`src/rtl/pc_fetch_sequencer.sv`:
```
// -----------------------------------------------------------------------------
// pc_fetch_sequencer
//
// Program-counter register and instruction-fetch sequencer for the RV32I
// datapath. It holds the architectural PC, drives it to the PC+4 adder and to
// instruction memory, and loads the next PC from either the adder result or a
// branch/jump target. It absorbs memory wait states and pipeline stalls. A
// redirect that arrives while no fetch is being accepted is parked and applied
// on the next accepted fetch.
//
// Build option:
//   PC_MISALIGN_TRAP_EN  When defined, a redirect target with bits [1:0] != 00
//                        is not loaded. The sequencer enters TRAP, raises
//                        MISALIGN and freezes until reset. When undefined, the
//                        low two bits of every target are cleared before
//                        loading, and misalign_o is tied low.
//
// Parameters:
//   RESET_VECTOR   PC loaded on reset (bits [1:0] must be 00)
//
// Ports:
//   clk_i          clock, all state updates on the rising edge
//   rst_n_i        synchronous active-low reset
//   pc_plus4_i     PC+4 from the adder (combinational from pc_o)
//   pc_target_i    branch/jump target
//   pc_src_i       1 = redirect to pc_target_i
//   stall_i        hold fetch; no request, no acceptance
//   imem_ready_i   memory accepts/returns the current request
//   pc_o           current PC (adder A input)
//   imem_req_o     fetch request valid
//   imem_addr_o    fetch address, always equal to pc_o
//   misalign_o     sticky misaligned-target flag
// -----------------------------------------------------------------------------
module pc_fetch_sequencer #(
    parameter logic [31:0] RESET_VECTOR = 32'h0000_0000
) (
    input  logic        clk_i,
    input  logic        rst_n_i,
    input  logic [31:0] pc_plus4_i,
    input  logic [31:0] pc_target_i,
    input  logic        pc_src_i,
    input  logic        stall_i,
    input  logic        imem_ready_i,
    output logic [31:0] pc_o,
    output logic        imem_req_o,
    output logic [31:0] imem_addr_o,
    output logic        misalign_o
);

    typedef enum logic [1:0] {
        BOOT  = 2'd0,
        FETCH = 2'd1,
        TRAP  = 2'd2
    } state_e;

    state_e      state_q, state_d;
    logic [31:0] pc_q, pc_d;
    logic        pend_valid_q, pend_valid_d;
    logic [31:0] pend_target_q, pend_target_d;

    logic        imem_req;
    logic        redirect;    // selected next PC comes from a target, not the adder
    logic [31:0] next_pc;

`ifdef PC_MISALIGN_TRAP_EN
    logic        misalign_q, misalign_d;
`endif

    // -------------------------------------------------------------------------
    // Next-state and output logic
    // -------------------------------------------------------------------------
    // NOTE: every signal gets its default value first. Any path that leaves
    // a variable unassigned would otherwise infer a latch.
    always_comb begin
        state_d       = state_q;
        pc_d          = pc_q;
        pend_valid_d  = pend_valid_q;
        pend_target_d = pend_target_q;
`ifdef PC_MISALIGN_TRAP_EN
        misalign_d    = misalign_q;
`endif
        imem_req      = 1'b0;
        redirect      = 1'b0;
        next_pc       = pc_plus4_i;

        case (state_q)
            BOOT: begin
                // One idle cycle after reset before the first request.
                state_d = FETCH;
            end

            FETCH: begin
                imem_req = !stall_i;
                if (imem_req && imem_ready_i) begin
                    // A live redirect beats a parked one, which beats PC+4.
                    if (pc_src_i) begin
                        next_pc  = pc_target_i;
                        redirect = 1'b1;
                    end else if (pend_valid_q) begin
                        next_pc  = pend_target_q;
                        redirect = 1'b1;
                    end
                    // The accepting fetch always consumes any parked redirect.
                    pend_valid_d = 1'b0;
`ifdef PC_MISALIGN_TRAP_EN
                    if (redirect && (next_pc[1:0] != 2'b00)) begin
                        state_d    = TRAP;
                        misalign_d = 1'b1;
                    end else begin
                        pc_d = next_pc;
                    end
`else
                    // PC+4 from an aligned PC is already aligned. Only
                    // targets need their low bits cleared.
                    pc_d = redirect ? {next_pc[31:2], 2'b00} : next_pc;
`endif
                end else if (pc_src_i) begin
                    // Park the redirect. A newer one replaces an older one.
                    pend_valid_d  = 1'b1;
                    pend_target_d = pc_target_i;
                end
            end

            TRAP: begin
                // Frozen; only reset leaves this state.
            end

            default: begin
                state_d = BOOT;
            end
        endcase
    end

    // -------------------------------------------------------------------------
    // State registers (synchronous reset)
    // -------------------------------------------------------------------------
    // NOTE: non-blocking assignments here, so every register samples the
    // values from before this edge regardless of statement order.
    always_ff @(posedge clk_i) begin
        if (!rst_n_i) begin
            state_q       <= BOOT;
            pc_q          <= RESET_VECTOR;
            pend_valid_q  <= 1'b0;
            pend_target_q <= 32'h0000_0000;
`ifdef PC_MISALIGN_TRAP_EN
            misalign_q    <= 1'b0;
`endif
        end else begin
            state_q       <= state_d;
            pc_q          <= pc_d;
            pend_valid_q  <= pend_valid_d;
            pend_target_q <= pend_target_d;
`ifdef PC_MISALIGN_TRAP_EN
            misalign_q    <= misalign_d;
`endif
        end
    end

    assign pc_o        = pc_q;
    assign imem_addr_o = pc_q;
    assign imem_req_o  = imem_req;
`ifdef PC_MISALIGN_TRAP_EN
    assign misalign_o  = misalign_q;
`else
    assign misalign_o  = 1'b0;
`endif

endmodule
```
`config.mk`:
```
export PLATFORM = sky130hd
export DESIGN_NAME = pc_fetch_sequencer
export DESIGN_NICKNAME = d
export VERILOG_FILES = /design/src/rtl/pc_fetch_sequencer.sv
export SDC_FILE = /design/constraint.sdc
export NUM_CORES = 1
export LEC_CHECK = 0
export ABC_AREA = 1
export CORE_MARGIN = 2
export CORE_UTILIZATION = 45
export CTS_BUF_LIST = sky130_fd_sc_hd__clkbuf_16
export CTS_CLUSTER_SIZE = 24
export DETAILED_ROUTE_END_ITERATION = 8
export PLACE_DENSITY_LB_ADDON = 0.25
export SLEW_MARGIN = 0
export SYNTH_ARGS = -nofsm -noshare
export SYNTH_HDL_FRONTEND = slang
export SYNTH_SLANG_ARGS = --single-unit
```
`constraint.sdc`:
```
create_clock -name clk_i -period 1.63 [get_ports clk_i]
set_clock_uncertainty 0.2 [all_clocks]
set_input_delay 0.163 -clock clk_i [delete_from_list [all_inputs] [get_ports clk_i]]
set_output_delay 0.163 -clock clk_i [all_outputs]
set_load 0.02 [all_outputs]
```
==> flow_summary.json <==
{
  "status": "finished, final reports clean",
  "cp-start-kind": "flop",
  "setup_viol_count_final": 0,
  "reg2reg_from": "state_q[0]$_SDFFE_PN0N_",
  "io_pins": 135,
  "r2r_slack_ns": 0.34,
  "use_met3_pct": 4.11,
  "areaGrowthSynthToFinish_pct": 41.3,
  "synth-compound-area-share_pct": 6.37,
  "powerDensity_nw_per_um2": 862,
  "fin_crit_ns": 1.46,
  "core_area_um2": 7770,
  "grt_max_degree": 33,
  "grt_use_met2_pct": 41.8,
  "grt_pass1_vias": 3711,
  "ir_worst_vdd_v": 0.000531,
  "ctsHtreeMaxLevel": 3,
  "worstSetupPathType": "flop to primary output",
  "crit_fanout": 2,
  "hold_class": "input port to flop",
  "initial_core_util_pct": 46.5,
  "hp-start": "rst_n_i",
  "crit_required_ns": 1.27,
  "holdPathEnd": "pend_target_q[17]$_SDFFE_PN0P_",
  "reg2reg_to": "imem_addr_o[29]$_SDFFE_PN0P_",
  "cts_sinks": 64,
  "reg2reg_depth": 6,
  "synthAdderAreaFrac_pct": 0,
  "power_leakage_uw": 0.00299,
  "synth_xor_area_share_pct": 0,
  "synthCells": 623,
  "busiest_layer": "met2",
  "cts-root-buf": "clkbuf_16",
  "num_antenna_cells": 0,
  "antenna_found_initial": 0,
  "finalHoldViolCount": 0,
  "antenna_left": 0,
  "drtIter0Drc": 135,
  "cts_buffer_depth": 2,
  "tns_ns": 0,
  "die_h_um": 93.6,
  "postCtsSetupRepairBufs": 0,
  "cts_tree": "done",
  "syn-num-nets": 692,
  "viasPerCell": 4.57,
  "overflow": 0,
  "crit_arrival_ns": 1.10,
  "fillCellCount": 754,
  "muxShareOfSynthArea_pct": 0,
  "final-max-slew-violation-count": 0,
  "die_w_um": 93.6,
  "period_share_pct": 89.5,
  "syn_area_um2": 3610,
  "use_met1_pct": 25.4,
  "hpwl_um": 6710,
  "clock_latency_ns": 0.31,
  "cts_buffers": 9,
  "yosysWarnings": 0,
  "max_freq_mhz": 685,
  "ys_seq_elements": 64,
  "drcViolationCount": 0,
  "grt_first_pass_wirelength_um": 15900,
  "num_vias": 3778,
  "ys_types": 15,
  "wire_per_inst_um": 11.5,
  "finalPower_uw": 4400,
  "synth-simple-area-share_pct": 35.2,
  "mostFrequentLayoutCells": "nand2_1 (251), inv_1 (112), clkdlybuf4s50_1 (65), dlygate4sd2_1 (65)",
  "hold_depth": 3,
  "max-cap-violations": 0,
  "synth_top_family_by_area": "simple AND/OR/NAND/NOR gates",
  "portBuffers": 131,
  "rows": 32,
  "yosysSeqAreaShare_pct": 35.5,
  "die_area_um2": 8760,
  "rsz0062_at_grt": "no",
  "layout.nets": 790,
  "avgSynthCellArea_um2": 5.80,
  "first_pass_iters": 5,
  "wl_um": 9510,
  "worstSetupEndpointType": "primary output",
  "place_congestion": 0.807,
  "grt_use_total_pct": 22.5,
  "final_common_cell": "nand2_1",
  "drive_gt1_share_pct": 5.52,
  "clk_pin_slew_worst_paths_ns": 0.05
}
==> worst max-delay path, stage by stage, from the launching register on <==
cell           delay, ns
dfxtp_1             0.32
inv_1               0.05
nor2_1              0.07
dlygate4sd2_1       0.34
==> worst max path at each step <==
stage                                 start                        endpoint  slack (ns)
finish              state_q[0]$_SDFFE_PN0N_                      imem_req_o        0.17
global route                       pc_src_i  pend_target_q[13]$_SDFFE_PN0P_        0.13
CTS                 state_q[0]$_SDFFE_PN0N_                      imem_req_o        0.15
detailed placement                 pc_src_i  pend_target_q[13]$_SDFFE_PN0P_       -0.11
global placement                   pc_src_i    imem_addr_o[16]$_SDFFE_PN0P_       -0.08
floorplan           state_q[0]$_SDFFE_PN0N_     imem_addr_o[5]$_SDFFE_PN0P_        0.38
==> kinds of logic (layout without fill, tap and decap cells) <==
| group | count (synthesis) | count (layout) |
|---|---|---|
| buf+inv | 180 | 282 |
| other cells | 1 | 1 |
| flops | 64 | 64 |
| simple gates | 332 | 332 |
| compound gates | 46 | 46 |
==> sequential cells by signal (all words and copies together) (netlist names) <==
name           cells
pend_target_q     30
pend_valid_q       1
state_q            1
imem_addr_o       32
==> metal layers <==
layer / up-vias / share of wire (%)
met2: 127 / 50
met3: 8 / 6.3
met5: - / 0
li1: 1959 / -
met1: 1684 / 42
met4: 0 / 1.0
==> cell type report <==
cell class / count / area [um^2] / area share (%)
clock buffer: 9 / 225 / 4.41
clock inverter: 6 / 52.6 / 1.03
inverter: 113 / 424 / 8.30
multi-input combinational: 379 / 1510 / 29.6
sequential: 64 / 1280 / 25.1
tap: 102 / 128 / 2.50
timing repair buffer: 154 / 1490 / 29.1
==> power by group <==
group / total (uW) / leakage [uW] / internal, uW / switching [uW]
registers: 1720 / 0.000525 / 1660 / 55.3
logic: 896 / 0.00232 / 409 / 487
clock network: 1790 / 0.000144 / 1150 / 639
==> per-stage QoR <==
| step | util, % | hold WS, ns | area, um^2 | std cells | setup WS [ns] |
|---|---|---|---|---|---|
| 4_1_cts | 65.8 | 0.0772 | 5110 | 827 | 0.151 |
| 3_3_place_gp | 63.2 | 0.296 | 4910 | 812 | -0.0806 |
| 6_report | 65.8 | 0.0814 | 5110 | 827 | 0.171 |
| 3_5_place_dp | 63.2 | 0.301 | 4910 | 812 | -0.113 |
| 2_1_floorplan | - | 0.0979 | 3610 | 623 | 0.384 |
| 5_1_grt | 65.8 | 0.0868 | 5110 | 827 | 0.130 |
==> cells in the mapped netlist (all sizes together) <==
| cell | n | area share (%) |
|---|---|---|
| conb | 1 | 0.10 |
| a21oi | 31 | 4.3 |
| nor2 | 64 | 6.6 |
| clkbuf | 12 | 1.2 |
| dfxtp | 64 | 35 |
| clkinv | 1 | 0.10 |
| o21ai | 15 | 2.1 |
| inv | 112 | 12 |
| nand3 | 17 | 2.5 |
| buf | 55 | 9.9 |
| nand2 | 251 | 26 |
==> what timing repair did <==
item / 4_1_cts / 5_1_grt
resized for setup: 65 / 0
hold buffers: 0 / 0
endpoints found under the setup margin: 65 / 0
Power figures use the tool's default switching activity.
